<file path="src/rtl/result_readback.sv">
// Result FIFO from the core to the HPS, read over an Avalon-MM slave.
// Optional threshold/overflow interrupt enabled by RESULT_IRQ_EN.
module result_readback #(
    parameter int ADDR_W = 4,
    parameter int DATA_W = 32
) (
    input  logic              CLOCK_50,
    input  logic              rst_n,
    input  logic              result_write,
    input  logic [DATA_W-1:0] result_writedata,
    output logic              result_full,
    input  logic [1:0]        avs_address,
    input  logic              avs_read,
    input  logic              avs_write,
    input  logic [31:0]       avs_writedata,
    output logic [31:0]       avs_readdata,
    output logic              avs_readdatavalid,
    output logic              irq
);

    localparam int DEPTH = 2 ** ADDR_W;
    localparam int PW    = ADDR_W + 1;

    localparam logic [1:0] A_DATA   = 2'd0;
    localparam logic [1:0] A_STATUS = 2'd1;
    localparam logic [1:0] A_DROPS  = 2'd2;
    localparam logic [1:0] A_THRESH = 2'd3;

    logic [DATA_W-1:0] mem [DEPTH];

    logic [PW-1:0] wr_ptr_q, wr_ptr_d;
    logic [PW-1:0] rd_ptr_q, rd_ptr_d;
    logic          ovf_q, ovf_d;
    logic          unf_q, unf_d;
    logic [15:0]   drops_q, drops_d;
    logic [PW-1:0] thresh_q, thresh_d;
    logic [31:0]   rdata_q, rdata_d;
    logic          rvalid_q;
    logic          irq_q, irq_d;

    logic          empty;
    logic          full;
    logic [PW-1:0] level;
    logic          push;
    logic          drop;
    logic          rd_data;
    logic          pop;
    logic          unf_ev;
    logic          wr_status;
    logic          wr_drops;
    logic          wr_thresh;
    logic [31:0]   status;
    logic          unused_wdata;

    assign empty = (wr_ptr_q == rd_ptr_q);
    assign full  = (wr_ptr_q[ADDR_W] != rd_ptr_q[ADDR_W]) &&
                   (wr_ptr_q[ADDR_W-1:0] == rd_ptr_q[ADDR_W-1:0]);
    assign level = wr_ptr_q - rd_ptr_q;

    // Full comes from registered pointers, so a same-cycle pop never frees room.
    assign push    = result_write && !full;
    assign drop    = result_write && full;
    assign rd_data = avs_read && (avs_address == A_DATA);
    assign pop     = rd_data && !empty;
    assign unf_ev  = rd_data && empty;

    assign wr_status = avs_write && (avs_address == A_STATUS);
    assign wr_drops  = avs_write && (avs_address == A_DROPS);
    assign wr_thresh = avs_write && (avs_address == A_THRESH);

    assign status = {12'd0, unf_q, ovf_q, full, empty, 16'(level)};

    assign unused_wdata = ^avs_writedata;

    always_comb begin
        wr_ptr_d = wr_ptr_q;
        rd_ptr_d = rd_ptr_q;
        ovf_d    = ovf_q;
        unf_d    = unf_q;
        drops_d  = drops_q;
        thresh_d = thresh_q;
        rdata_d  = rdata_q;
        irq_d    = 1'b0;

        if (push) wr_ptr_d = wr_ptr_q + 1'b1;
        if (pop)  rd_ptr_d = rd_ptr_q + 1'b1;

        // Event updates follow clears so a coincident event wins.
        if (wr_status && avs_writedata[18]) ovf_d = 1'b0;
        if (wr_status && avs_writedata[19]) unf_d = 1'b0;
        if (wr_drops) drops_d = '0;
        if (drop) begin
            ovf_d = 1'b1;
            if (drops_q != 16'hFFFF) drops_d = drops_q + 16'd1;
            else                     drops_d = drops_q;
        end
        if (unf_ev) unf_d = 1'b1;

`ifdef RESULT_IRQ_EN
        if (wr_thresh) thresh_d = avs_writedata[ADDR_W:0];
        irq_d = ((level >= thresh_q) && (thresh_q != '0)) || ovf_q;
`else
        thresh_d = '0;
`endif

        if (avs_read) begin
            unique case (avs_address)
                A_DATA:   rdata_d = empty ? 32'd0
                                          : 32'(mem[rd_ptr_q[ADDR_W-1:0]]);
                A_STATUS: rdata_d = status;
                A_DROPS:  rdata_d = {16'd0, drops_q};
                A_THRESH: rdata_d = 32'(thresh_q);
                default:  rdata_d = 32'd0;
            endcase
        end
    end

    always_ff @(posedge CLOCK_50) begin
        if (!rst_n) begin
            wr_ptr_q <= '0;
            rd_ptr_q <= '0;
            ovf_q    <= 1'b0;
            unf_q    <= 1'b0;
            drops_q  <= '0;
`ifdef RESULT_IRQ_EN
            thresh_q <= PW'(1);
`else
            thresh_q <= '0;
`endif
            rdata_q  <= '0;
            rvalid_q <= 1'b0;
            irq_q    <= 1'b0;
        end else begin
            wr_ptr_q <= wr_ptr_d;
            rd_ptr_q <= rd_ptr_d;
            ovf_q    <= ovf_d;
            unf_q    <= unf_d;
            drops_q  <= drops_d;
            thresh_q <= thresh_d;
            rdata_q  <= rdata_d;
            rvalid_q <= avs_read;
            irq_q    <= irq_d;
        end
    end

    always_ff @(posedge CLOCK_50) begin
        if (rst_n && push) mem[wr_ptr_q[ADDR_W-1:0]] <= result_writedata;
    end

    assign result_full       = full;
    assign avs_readdata      = rdata_q;
    assign avs_readdatavalid = rvalid_q;
    assign irq               = irq_q;

endmodule
</file>
<file path="config.mk">
export PLATFORM = sky130hd
export DESIGN_NAME = result_readback
export DESIGN_NICKNAME = d
export VERILOG_FILES = /design/src/rtl/result_readback.sv
export SDC_FILE = /design/constraint.sdc
export NUM_CORES = 1
export LEC_CHECK = 0
export ABC_CLOCK_PERIOD_IN_PS = 13140
export CORE_MARGIN = 4
export CORE_UTILIZATION = 50
export CTS_BUF_LIST = sky130_fd_sc_hd__clkbuf_4 sky130_fd_sc_hd__clkbuf_8
export CTS_CLUSTER_DIAMETER = 150
export DETAILED_ROUTE_END_ITERATION = 16
export PLACE_DENSITY_LB_ADDON = 0.05
export SLEW_MARGIN = 20
export SYNTH_ARGS = -nofsm -noshare
export SYNTH_HDL_FRONTEND = slang
export SYNTH_SLANG_ARGS = --single-unit
</file>
<file path="constraint.sdc">
create_clock -name CLOCK_50 -period 13.14 [get_ports CLOCK_50]
set_clock_uncertainty 0.2 [all_clocks]
set_input_delay 3.942 -clock CLOCK_50 [delete_from_list [all_inputs] [get_ports CLOCK_50]]
set_output_delay 3.942 -clock CLOCK_50 [all_outputs]
set_load 0.01 [all_outputs]
</file>
==> key figures <==
Min path
  – Class of the worst hold path: flop to flop

Placed design
  – Port-buffer cells: 74
  – Final weighted congestion in routability-driven placement: 0.7809
  – HPWL reported at the end of detailed placement: 27210 um

Yosys
  – Most common flop cell mapped by yosys: sky130_fd_sc_hd__edfxtp_1
  – Number of flip-flops and latches in the synthesized netlist: 577
  – Number of warnings issued by yosys: 0
  – Post-synth ARST share: 0%
  – Cell type contributing the most total cell area after synthesis: sky130_fd_sc_hd__edfxtp_1
  – Number of distinct library cells after synthesis: 65
  – Area share of the largest cell type after synthesis: around two thirds
  – Number of cells produced by synthesis: between 1000 and 1500
  – Top cells by area in the synthesized netlist: sky130_fd_sc_hd__edfxtp_1 (68%), sky130_fd_sc_hd__mux4_2 (12%), sky130_fd_sc_hd__dfxtp_1 (5.8%)
  – Syn_area_per_cell: 20.29 um2
  – Summed instance area of the synthesized netlist: 22540 um2
  – Number of enable-type register cells in the synthesized netlist: 512
  – Synthesized netlist net count: approximately 1200
  – Fraction of the yosys area taken by sequential cells: 73.97%

Setup path
  – Required time of the worst setup path: about 9 ns
  – Kind of launch point of the worst setup path: flop
  – Largest fanout of any net on the critical path: 10
  – Classification of the worst setup path: flop to output port
  – Arr. time, crit path: 2.80 ns
  – CP cell instances: ha_1, and4_1, nand2_1, inv_1, clkdlybuf4s50_1
  – Library cell contributing the largest single delay on the critical path: sky130_fd_sc_hd__dfxtp_1
  – Endpoint class of the critical path: output port
  – Slowest stage delay, CP: 0.61 ns

Power and ir drop
  – Total design power: 3.645 mW
  – Worst-case vdd ir drop: around 0.086 mV
  – Power density over the cells: roughly 140 nW/um2
  – Sequential Power Share: 55.3%
  – Internal power component: 2.901 mW
  – Net Sw Frac: ~20%
  – Leakage power figure: 8.018 nW
  – Relative contribution of the clock network to total power: 41.9%
  – Net Sw Power: 0.7435 mW
  – Combinational cell fraction of total power: 2.8%

Die
  – Ports placed on the boundary: between 100 and 150
  – Die Footprint: roughly 49000 um2
  – Number of placement rows: 77
  – Area of the core region: 44410 um2
  – Initial Utilization: 50.76%
  – Die outline height: between 200 and 250 um
  – Die X: approximately 220 um

STA
  – Final clock period utilization by the worst path: 52.83%
  – Hold violation count in the final report: 0
  – Final Setup Violations: 0
  – Max-slew violation count: 0
  – Worst slew margin: 30.61%
  – Hold_ws: approximately 0.30 ns
  – Shortest period the worst path allows: roughly 7 ns
  – Total negative slack for setup checks: 0 ns
  – RSZ-0062 raised after global routing: no
  – Maximum clock frequency: 144.1 MHz
  – Worst-Margin Slew: 1.041 ns

Route
  – DRT Wirelength: about 50000 um
  – Number of iterations in the first detailed-routing pass: 5
  – Routed length per placed instance: 25.95 um
  – Number of vias per cell after detailed routing: 5.815
  – Overall via count from detail_route: 11130
  – Number of remaining DRC errors: 0
  – Iteration-0 DRC count of the detailed router: just over 900
  – Post-route antenna net violation count: 0

Global route
  – Gr ovfl total: 0
  – Tot GR Track Use: 21.11%
  – Via count of the first global-routing pass: roughly 11000
  – Antenna violations before repair: 2
  – Largest net degree at the start of global routing: 58
  – Wire length of the first global-routing pass: roughly 74000 um

Flow run
  – # Max-Cap Violations: 0

Run status
  – Status: finished clean

Clock tree
  – Number of hold-repair buffers added at the cts stage: 0
  – Number of H-tree branching levels: 3
  – Cell at the root of the clock tree: sky130_fd_sc_hd__clkbuf_8
  – Clock tree from TritonCTS: built
  – Later-pin clock latency in the skew report: 0.66 ns
  – Clock transition time at the flip-flop clock pins of the worst setup and hold paths: about 0.060 ns
  – Gates resized, CTS repair: 0
  – Longest Clk Path Bufs: 3
  – Clock buffers created by TritonCTS: 93
  – TritonCTS sink count: ~580
  – Post-CTS setup buffers: 0

Layout
  – Layout overhead on the synthesized area: 14.70%
  – Fraction of final layout cells with drive strength greater than 1: 26.85%
  – Total Nets Final: 1330
  – Antenna diodes: 0
  – Utilization after layout: just under 60%
state kept, by name, indices dropped and copies added (netlist names), named ones only:
signal and count:
avs_readdata 32, avs_readdatavalid 1, drops_q 16, mem 512, ovf_q 1, rd_ptr_q 5
unf_q 1, wr_ptr_q 5
logic make-up (layout without fill, tap and decap cells):
group / Yosys count / in the layout / synth area share, %
xor+xnor: 17 / 17 / 0.7438
other cells: 1 / 1 / 0.01663
simple gates: 129 / 129 / 3.297
compound gates: 109 / 109 / 3.314
flops: 577 / 577 / 73.97
mux: 194 / 194 / 16.20
buf+inv: 73 / 284 / 1.815
fa+ha+maj: 11 / 11 / 0.6438
power groups by stage:
stage	Sequential, mW	Combinational [mW]	Clock, mW
floorplan	2.06	0.0442	0
global placement	2.05	0.101	0
detailed placement	2.06	0.103	0
CTS	2.02	0.104	1.57
global route	2.02	0.112	1.66
finish	2.02	0.102	1.53
critical path: cells and delay by family (launching register included):
| kind | cells | cell delay (ns) |
|---|---|---|
| buffers and inverters | 2 | 0.70 |
| and+or+nand+nor | 2 | 0.53 |
| adders and majority gates | 1 | 0.32 |
| DFF | 1 | 0.61 |
metal layers:
| metal | track usage (%) | up-vias | part of all wire, % |
|---|---|---|---|
| met5 | 0 | - | 0.054 |
| met4 | 5.212 | 4 | 1.8 |
| met3 | 5.026 | 78 | 5.5 |
| met2 | 32.41 | 293 | 47 |
| met1 | 31.12 | 5886 | 46 |
| li1 | - | 4869 | - |
path summary, 6_finish.rpt:
path | from | cells after the start | endpoint | slack [ns]
setup reg to reg | wr_ptr_q[2] | 6 | mem[1][26] | 9.00
hold reg to reg | avs_readdata[27] | 2 | avs_readdata[27] | 0.30
hold / removal | avs_readdata[27] | 2 | avs_readdata[27] | 0.30
setup / recovery | wr_ptr_q[2] | 5 | result_full | 6.20
synthesized netlist by cell type (all sizes together), types with 4 or more instances:
cell    instances
clkbuf         23
mux4          130
and2           11
a21boi          4
nor2b           8
nor2           29
ha             10
nor4            7
nand2          22
a221oi          4
a21oi           6
nor3            8
a31oi           4
xnor2          13
edfxtp        512
mux2i          34
nand3          15
mux2           30
xor2            4
a22o           11
dfxtp          65
inv            14
nand4           9
o21ai          36
a22oi          27
buf            35
nand2b          4
through the flow:
| stage | instance area, um2 | worst slack (ns) | std cells |
|---|---|---|---|
| 2_1_floorplan | 22540 | 5.654 | 1111 |
| 3_3_place_gp | 23980 | 5.659 | 1745 |
| 3_5_place_dp | 23980 | 5.660 | 1745 |
| 4_1_cts | 25850 | 6.136 | 1914 |
| 5_1_grt | 25860 | 6.011 | 1914 |
| 6_report | 25860 | 6.199 | 1914 |
placed cells by master, fill, tap and decap left out, types with 4 or more instances in the layout:
cell,n
sky130_fd_sc_hd__edfxtp_1,512
sky130_fd_sc_hd__mux4_2,118
sky130_fd_sc_hd__clkbuf_8,105
sky130_fd_sc_hd__clkdlybuf4s50_1,73
sky130_fd_sc_hd__dfxtp_1,61
sky130_fd_sc_hd__mux2i_1,34
sky130_fd_sc_hd__mux2_2,30
sky130_fd_sc_hd__clkbuf_4,29
sky130_fd_sc_hd__a22oi_1,27
sky130_fd_sc_hd__buf_4,25
sky130_fd_sc_hd__o21ai_0,24
sky130_fd_sc_hd__clkinv_1,24
sky130_fd_sc_hd__nand2_1,22
sky130_fd_sc_hd__nor2_1,16
sky130_fd_sc_hd__inv_1,14
sky130_fd_sc_hd__nand3_1,14
sky130_fd_sc_hd__xnor2_1,13
sky130_fd_sc_hd__nor2_4,12
sky130_fd_sc_hd__o21ai_1,12
sky130_fd_sc_hd__mux4_1,12
sky130_fd_sc_hd__and2_1,11
sky130_fd_sc_hd__a22o_1,11
sky130_fd_sc_hd__ha_1,10
sky130_fd_sc_hd__nand4_1,8
sky130_fd_sc_hd__nor2b_1,8
sky130_fd_sc_hd__clkinv_2,7
sky130_fd_sc_hd__a21oi_1,6
sky130_fd_sc_hd__nand2b_1,4
sky130_fd_sc_hd__nor3_2,4
sky130_fd_sc_hd__a221oi_1,4
sky130_fd_sc_hd__nor4_2,4
sky130_fd_sc_hd__nor3_1,4
sky130_fd_sc_hd__a31oi_1,4
area by class of cell:
type                       instances  area (um2)
fill                            3294       18560
multi-input combinational        461        5568
sequential                       577       16690
inverter                          15       56.30
clock buffer                     134        1663
clock inverter                    35       209.0
timing repair buffer             100       934.6
tap                              592       740.7
Power figures use the tool's default switching activity.
